<file path="src/rtl/arm_pkg.sv">
// ARM pipeline shared definitions: ALU command encodings, NZCV positions, ID/EXE control word.
`default_nettype none
package arm_pkg;

  localparam logic [3:0] EXE_NOP = 4'b0000;
  localparam logic [3:0] EXE_MOV = 4'b0001;
  localparam logic [3:0] EXE_ADD = 4'b0010;
  localparam logic [3:0] EXE_ADC = 4'b0011;
  localparam logic [3:0] EXE_SUB = 4'b0100;
  localparam logic [3:0] EXE_SBC = 4'b0101;
  localparam logic [3:0] EXE_AND = 4'b0110;
  localparam logic [3:0] EXE_ORR = 4'b0111;
  localparam logic [3:0] EXE_EOR = 4'b1000;
  localparam logic [3:0] EXE_MVN = 4'b1001;

  localparam int NZCV_N = 3;
  localparam int NZCV_Z = 2;
  localparam int NZCV_C = 1;
  localparam int NZCV_V = 0;

  typedef struct packed {
    logic [3:0] exe_cmd;
    logic       mem_r_en;
    logic       mem_w_en;
    logic       wb_en;
    logic       b;
    logic       s;
    logic       imm;
  } id_exe_ctrl_t;

  localparam id_exe_ctrl_t ID_EXE_CTRL_BUBBLE = '0;

endpackage
`default_nettype wire

</file>
<file path="src/rtl/sat_counter.sv">
// Saturating up-counter with hold; shared by the pipeline debug counters.
`default_nettype none
module sat_counter #(
  parameter int W = 16
) (
  input  logic         clk,
  input  logic         rst,
  input  logic         inc,
  input  logic         hold,
  output logic [W-1:0] count
);

  logic [W-1:0] count_q, count_d;

  always_comb begin
    count_d = count_q;
    if (!hold && inc && (count_q != {W{1'b1}}))
      count_d = count_q + {{(W-1){1'b0}}, 1'b1};
  end

  always_ff @(posedge clk or negedge rst) begin
    if (!rst) count_q <= '0;
    else      count_q <= count_d;
  end

  assign count = count_q;

endmodule
`default_nettype wire

</file>
<file path="src/rtl/id_exe_pipe_reg.sv">
// ID/EXE pipeline register with freeze (hold), flush/hazard bubble insertion and bubble counter.
`default_nettype none
module id_exe_pipe_reg
  import arm_pkg::*;
#(
  parameter int CNT_W = 16
) (
  input  logic             clk,
  input  logic             rst,
  input  logic             freeze,
  input  logic             flush,
  input  logic             hazard,
  input  logic [31:0]      pc_in,
  input  logic [31:0]      val_rn_in,
  input  logic [31:0]      val_rm_in,
  input  logic [3:0]       exe_cmd_in,
  input  logic             mem_r_en_in,
  input  logic             mem_w_en_in,
  input  logic             wb_en_in,
  input  logic             b_in,
  input  logic             s_in,
  input  logic             imm_in,
  input  logic [11:0]      shift_operand_in,
  input  logic [23:0]      signed_imm24_in,
  input  logic [3:0]       dest_in,
  input  logic [3:0]       src1_in,
  input  logic [3:0]       src2_in,
  input  logic [3:0]       status_in,
  input  logic             valid_in,
  output logic [31:0]      pc_out,
  output logic [31:0]      val_rn_out,
  output logic [31:0]      val_rm_out,
  output logic [3:0]       exe_cmd_out,
  output logic             mem_r_en_out,
  output logic             mem_w_en_out,
  output logic             wb_en_out,
  output logic             b_out,
  output logic             s_out,
  output logic             imm_out,
  output logic [11:0]      shift_operand_out,
  output logic [23:0]      signed_imm24_out,
  output logic [3:0]       dest_out,
  output logic [3:0]       src1_out,
  output logic [3:0]       src2_out,
  output logic [3:0]       status_out,
  output logic             valid_out,
  output logic [CNT_W-1:0] bubble_cnt
);

  id_exe_ctrl_t ctrl_q, ctrl_d, ctrl_in;
  logic [31:0]  pc_q, pc_d, rn_q, rn_d, rm_q, rm_d;
  logic [11:0]  shop_q, shop_d;
  logic [23:0]  off_q, off_d;
  logic [3:0]   dest_q, dest_d, src1_q, src1_d, src2_q, src2_d, status_q, status_d;
  logic         valid_q, valid_d;
  logic         bubble;

  assign bubble  = flush | hazard;
  assign ctrl_in = '{exe_cmd: exe_cmd_in, mem_r_en: mem_r_en_in, mem_w_en: mem_w_en_in,
                     wb_en: wb_en_in, b: b_in, s: s_in, imm: imm_in};

  always_comb begin
    ctrl_d   = ctrl_q;
    pc_d     = pc_q;
    rn_d     = rn_q;
    rm_d     = rm_q;
    shop_d   = shop_q;
    off_d    = off_q;
    dest_d   = dest_q;
    src1_d   = src1_q;
    src2_d   = src2_q;
    status_d = status_q;
    valid_d  = valid_q;
    if (!freeze) begin
      if (bubble) begin
        // Indices are zeroed too, so forwarding must qualify on wb_en.
        ctrl_d   = ID_EXE_CTRL_BUBBLE;
        pc_d     = '0;
        rn_d     = '0;
        rm_d     = '0;
        shop_d   = '0;
        off_d    = '0;
        dest_d   = '0;
        src1_d   = '0;
        src2_d   = '0;
        status_d = '0;
        valid_d  = 1'b0;
      end else begin
        ctrl_d   = ctrl_in;
        pc_d     = pc_in;
        rn_d     = val_rn_in;
        rm_d     = val_rm_in;
        shop_d   = shift_operand_in;
        off_d    = signed_imm24_in;
        dest_d   = dest_in;
        src1_d   = src1_in;
        src2_d   = src2_in;
        status_d = status_in;
        valid_d  = valid_in;
      end
    end
  end

  always_ff @(posedge clk or negedge rst) begin
    if (!rst) begin
      ctrl_q   <= ID_EXE_CTRL_BUBBLE;
      pc_q     <= '0;
      rn_q     <= '0;
      rm_q     <= '0;
      shop_q   <= '0;
      off_q    <= '0;
      dest_q   <= '0;
      src1_q   <= '0;
      src2_q   <= '0;
      status_q <= '0;
      valid_q  <= 1'b0;
    end else begin
      ctrl_q   <= ctrl_d;
      pc_q     <= pc_d;
      rn_q     <= rn_d;
      rm_q     <= rm_d;
      shop_q   <= shop_d;
      off_q    <= off_d;
      dest_q   <= dest_d;
      src1_q   <= src1_d;
      src2_q   <= src2_d;
      status_q <= status_d;
      valid_q  <= valid_d;
    end
  end

  sat_counter #(.W(CNT_W)) u_bubble_cnt (
    .clk   (clk),
    .rst   (rst),
    .inc   (bubble),
    .hold  (freeze),
    .count (bubble_cnt)
  );

  assign exe_cmd_out       = ctrl_q.exe_cmd;
  assign mem_r_en_out      = ctrl_q.mem_r_en;
  assign mem_w_en_out      = ctrl_q.mem_w_en;
  assign wb_en_out         = ctrl_q.wb_en;
  assign b_out             = ctrl_q.b;
  assign s_out             = ctrl_q.s;
  assign imm_out           = ctrl_q.imm;
  assign pc_out            = pc_q;
  assign val_rn_out        = rn_q;
  assign val_rm_out        = rm_q;
  assign shift_operand_out = shop_q;
  assign signed_imm24_out  = off_q;
  assign dest_out          = dest_q;
  assign src1_out          = src1_q;
  assign src2_out          = src2_q;
  assign status_out        = status_q;
  assign valid_out         = valid_q;

endmodule
`default_nettype wire
</file>
<file path="config.mk">
export PLATFORM = sky130hd
export DESIGN_NAME = id_exe_pipe_reg
export DESIGN_NICKNAME = d
export VERILOG_FILES = /design/src/rtl/arm_pkg.sv /design/src/rtl/sat_counter.sv /design/src/rtl/id_exe_pipe_reg.sv
export SDC_FILE = /design/constraint.sdc
export NUM_CORES = 1
export LEC_CHECK = 0
export BUFFER_PORTS_ARGS = -buffer_cell sky130_fd_sc_hd__buf_4
export CAP_MARGIN = 25
export CORE_ASPECT_RATIO = 0.7
export CORE_MARGIN = 4
export CORE_UTILIZATION = 48
export DETAILED_ROUTE_END_ITERATION = 10
export GPL_TIMING_DRIVEN = 0
export PLACE_DENSITY = 0.85
export SKIP_CTS_REPAIR_TIMING = 1
export SLEW_MARGIN = 20
export SYNTH_ARGS = -nofsm -noshare
export SYNTH_HDL_FRONTEND = slang
export SYNTH_HIERARCHICAL = 1
export SYNTH_SLANG_ARGS = --single-unit
</file>
<file path="constraint.sdc">
create_clock -name clk -period 1.8 [get_ports clk]
set_input_delay 0.18 -clock clk [delete_from_list [all_inputs] [get_ports clk]]
set_output_delay 0.18 -clock clk [all_outputs]
set_load 0.05 [all_outputs]
</file>
==> results.rst <==
.. list-table::
   :header-rows: 1

   * - Metric
     - Value
   * - Result of the run
     - complete, no violations
   * - Largest fanout of any net on the critical path
     - 5
   * - Placer Congestion
     - 0.867
   * - Worst reg-to-reg path cell count
     - 5
   * - Slew HR
     - 0.537
   * - Critical Path Source
     - u_bubble_cnt/count[0]
   * - Highest attainable clock frequency
     - 585 MHz
   * - Top routing layer used
     - met4
   * - Power per unit of standard cell area
     - around 950 mW/mm2
   * - Type of the tightest min-delay check
     - in -> reg
   * - Transition at the pin with the smallest max-transition slack
     - a little under 700 ps
   * - CTS tree
     - built
   * - Area growth from synthesis to layout
     - 44.2%
   * - Count of max-cap constraint violations
     - 0
   * - Switching Share
     - 0.328
   * - Average wire per standard cell
     - between 15 and 20 um
   * - Leakage component of the power
     - between 5 and 6 nW
   * - Setup violations, final
     - 0
   * - Startpoint-to-endpoint class of the critical path
     - reg -> reg
   * - Post-synthesis sequential element count
     - 175
   * - Startpoint Class
     - flop
   * - Number of global-route vias before repair
     - 6770
   * - Routed vias
     - around 6.8k
   * - Total core area
     - ~0.016 mm2
   * - Startpoint of the worst register-to-register path
     - u_bubble_cnt/count[0]
   * - Commonest cells after routing, fill and taps aside
     - sky130_fd_sc_hd__buf_4, sky130_fd_sc_hd__dfrtp_1, sky130_fd_sc_hd__nand2_1
   * - Fraction of layout instances using a drive strength above 1
     - 0.450
   * - Root buffer selected by CTS
     - sky130_fd_sc_hd__clkbuf_16
   * - Site row count
     - 39
   * - Number of unique standard cell types used by synthesis
     - 34
   * - Worst Setup EP
     - u_bubble_cnt/count[10]
   * - Violation count after the first detailed-routing iteration
     - roughly 450
   * - Worst clock skew
     - ~11 ps
   * - Logic gate share of total power
     - 0.242
   * - Post-Synthesis Net Count
     - between 900 and 1k
   * - Drt total wl
     - around 24000 um
   * - FF-to-FF End
     - u_bubble_cnt/count[10]
   * - Design area
     - about 0.012 mm2
   * - Number of vias per cell
     - 5.00
   * - Setup slack, reg-to-reg
     - approximately 92 ps
   * - Category of the worst setup path capture point
     - flop
   * - Wire length of the first global-routing pass
     - between 30000 and 40000 um
   * - Power dissipated by switching net loads
     - around 3.6 mW
   * - Final hold violation count
     - 0
   * - Drt pass-1 iters
     - 5
   * - Post-synthesis sequential area ratio
     - 0.547
   * - Crit path DAT
     - approximately 2000 ps
   * - Part of the cycle the worst path needs
     - 0.949
   * - Die height
     - ~120 um
   * - Number of diodes
     - 0
   * - Proportion of power drawn by flip-flops and latches
     - 0.405
   * - Number of nets at the end of the flow
     - 1295
   * - Number of buffers created by CTS
     - 17
   * - Total GRT Usage
     - 0.245
   * - Maximum buffer depth of the clock tree
     - 2
   * - RSZ-0062 raised after global routing
     - true
   * - Clock network fraction of design power
     - 0.354
   * - Met3 wirelength from detailed routing
     - around 2100 um
   * - Cell depth of the worst hold path
     - 3
   * - Total DRC errors in the routed layout
     - 0
   * - Antenna Nets Post-Route
     - 0
   * - Maximum number of pins on one net before global-route repair
     - slightly above 90
   * - I/O pin count
     - 339
   * - Max VDD drop
     - between 500 and 600 uV
   * - Setup TNS after final layout
     - 0 ps
   * - Average footprint of a synthesized cell
     - 10.4 um2
   * - Met1 routed wirelength after detailed routing
     - roughly 9500 um
   * - H-tree depth
     - 4
   * - Antenna violations before repair
     - 0
   * - Placement-stage cell area
     - between 0.01 and 0.015 mm2
   * - Clock Sinks
     - about 180
   * - HPWL reported at the end of detailed placement
     - around 18000 um
   * - Post-synthesis instance total
     - about 770
   * - Worst-skew pair later-pin latency
     - 420 ps
   * - Minimum clock period
     - between 1500 and 2000 ps
   * - Warnings from Yosys
     - 6
   * - Total power of the final layout
     - around 11 mW
   * - IO buf count
     - 338
   * - Wire length on met2
     - around 12000 um
   * - Final global-route overflow total
     - 0
   * - Post-synthesis instance area
     - between 0.008 and 0.009 mm2
   * - Effective utilization at floorplan
     - 0.489
   * - Floorplan die area
     - ~0.019 mm2
   * - Max Transition Viols Final
     - 0
   * - Die X-Extent
     - ~160 um
   * - Most common cell after layout, fill and taps aside
     - sky130_fd_sc_hd__buf_4
   * - Internal portion of total power
     - approximately 7.4 mW
   * - CTS clk-pin slew, worst paths
     - approximately 70 ps
   * - Data required, critical path
     - between 2000 and 2500 ps
-- per-layer routing --
metal / track usage / vias to the layer above
li1: - / 3250
met1: 0.299 / 3284
met5: 0 / -
met2: 0.410 / 266
met4: 0.0885 / 0
met3: 0.0853 / 44
-- worst min path at each step --
| stage | start | to |
|---|---|---|
| 2_1_floorplan | rst | b_out |
| 3_3_place_gp | signed_imm24_in[22] | signed_imm24_out[22] |
| 3_5_place_dp | rst | val_rn_out[1] |
| 4_1_cts | rst | val_rn_out[1] |
| 5_1_grt | signed_imm24_in[22] | signed_imm24_out[22] |
| 6_report | src2_in[1] | src2_out[1] |
-- Yosys cell counts --
library cell	n	area, um2
sky130_fd_sc_hd__a21boi_0	1	7.51
sky130_fd_sc_hd__a21oi_1	3	15.0
sky130_fd_sc_hd__a31oi_1	2	12.5
sky130_fd_sc_hd__and2_1	1	6.26
sky130_fd_sc_hd__and3_1	3	18.8
sky130_fd_sc_hd__and4_1	2	17.5
sky130_fd_sc_hd__buf_12	11	220
sky130_fd_sc_hd__buf_2	20	100
sky130_fd_sc_hd__buf_6	1	11.3
sky130_fd_sc_hd__clkbuf_1	21	78.8
sky130_fd_sc_hd__dfrtp_1	175	4380
sky130_fd_sc_hd__ha_1	1	12.5
sky130_fd_sc_hd__mux2_2	1	11.3
sky130_fd_sc_hd__mux2_4	1	15.0
sky130_fd_sc_hd__mux2i_1	1	10.0
sky130_fd_sc_hd__nand2_1	163	612
sky130_fd_sc_hd__nand2b_1	160	1000
sky130_fd_sc_hd__nand3_1	8	40.0
sky130_fd_sc_hd__nand3b_1	2	15.0
sky130_fd_sc_hd__nand4_1	5	31.3
sky130_fd_sc_hd__nand4_2	2	25.0
sky130_fd_sc_hd__nand4_4	1	21.3
sky130_fd_sc_hd__nor2_1	5	18.8
sky130_fd_sc_hd__nor2_2	1	6.26
sky130_fd_sc_hd__nor3_1	3	15.0
sky130_fd_sc_hd__nor4_4	1	21.3
sky130_fd_sc_hd__o2111a_1	1	11.3
sky130_fd_sc_hd__o21ai_0	58	290
sky130_fd_sc_hd__o21ai_1	2	10.0
sky130_fd_sc_hd__o21ai_2	99	867
sky130_fd_sc_hd__or2_1	1	6.26
sky130_fd_sc_hd__or2_2	1	6.26
sky130_fd_sc_hd__xnor2_1	8	70.1
sky130_fd_sc_hd__xor2_1	2	17.5
-- metrics by stage --
step,std cells,hold WS (ps),util,setup slack (ps)
finish,1368,8.39,0.706,91.6
global route,1368,1.86,0.706,-18.3
CTS,1363,-222,0.702,11.7
detailed placement,1331,238,0.664,-223
global placement,1330,437,0.662,-661
floorplan,767,-116,-,8.66
-- logic make-up (layout without fill, tap and decap cells) --
kind of cell    Yosys count  in the layout  share of synthesized area
simple gates            359            359                      0.233
fa+ha+maj                 1              1                    0.00156
mux                       3              3                    0.00453
buf+inv                  53            429                     0.0513
flops                   175            175                      0.547
compound gates          166            166                      0.152
xor+xnor                 10             10                     0.0109
-- sequential cells by signal, summed over array words and instances (netlist names) --
name                cells
pc_out                 32
u_bubble_cnt/count     16
b_out                   1
exe_cmd_out             4
valid_out               1
src1_out                4
wb_en_out               1
val_rn_out             32
src2_out                4
shift_operand_out      12
imm_out                 1
status_out              4
signed_imm24_out       24
mem_r_en_out            1
s_out                   1
val_rm_out             32
mem_w_en_out            1
dest_out                4
-- power groups by stage --
stage	clock network (mW)	logic (mW)	registers, mW
4_1_cts	3.95	2.65	4.44
3_5_place_dp	0	2.65	4.51
6_report	3.88	2.65	4.44
2_1_floorplan	0	0.650	5.44
5_1_grt	4.11	2.80	4.48
3_3_place_gp	0	2.60	4.50
-- worst max-delay path, cell delays in order (launching register included) --
cell and delay (ps):
sky130_fd_sc_hd__dfrtp_2 410, sky130_fd_sc_hd__ha_1 240, sky130_fd_sc_hd__nand3b_1 220, sky130_fd_sc_hd__nor3_4 220, sky130_fd_sc_hd__and3_1 190, sky130_fd_sc_hd__mux2_2 320
-- final cells by class --
type / count / area (um2)
clock buffer: 18 / 439
sequential: 175 / 4380
timing repair buffer: 344 / 2620
fill: 1217 / 4810
clock inverter: 14 / 179
buffer: 53 / 410
multi-input combinational: 539 / 3230
tap: 225 / 282
Note: power is estimated with default switching activity, not from simulation.
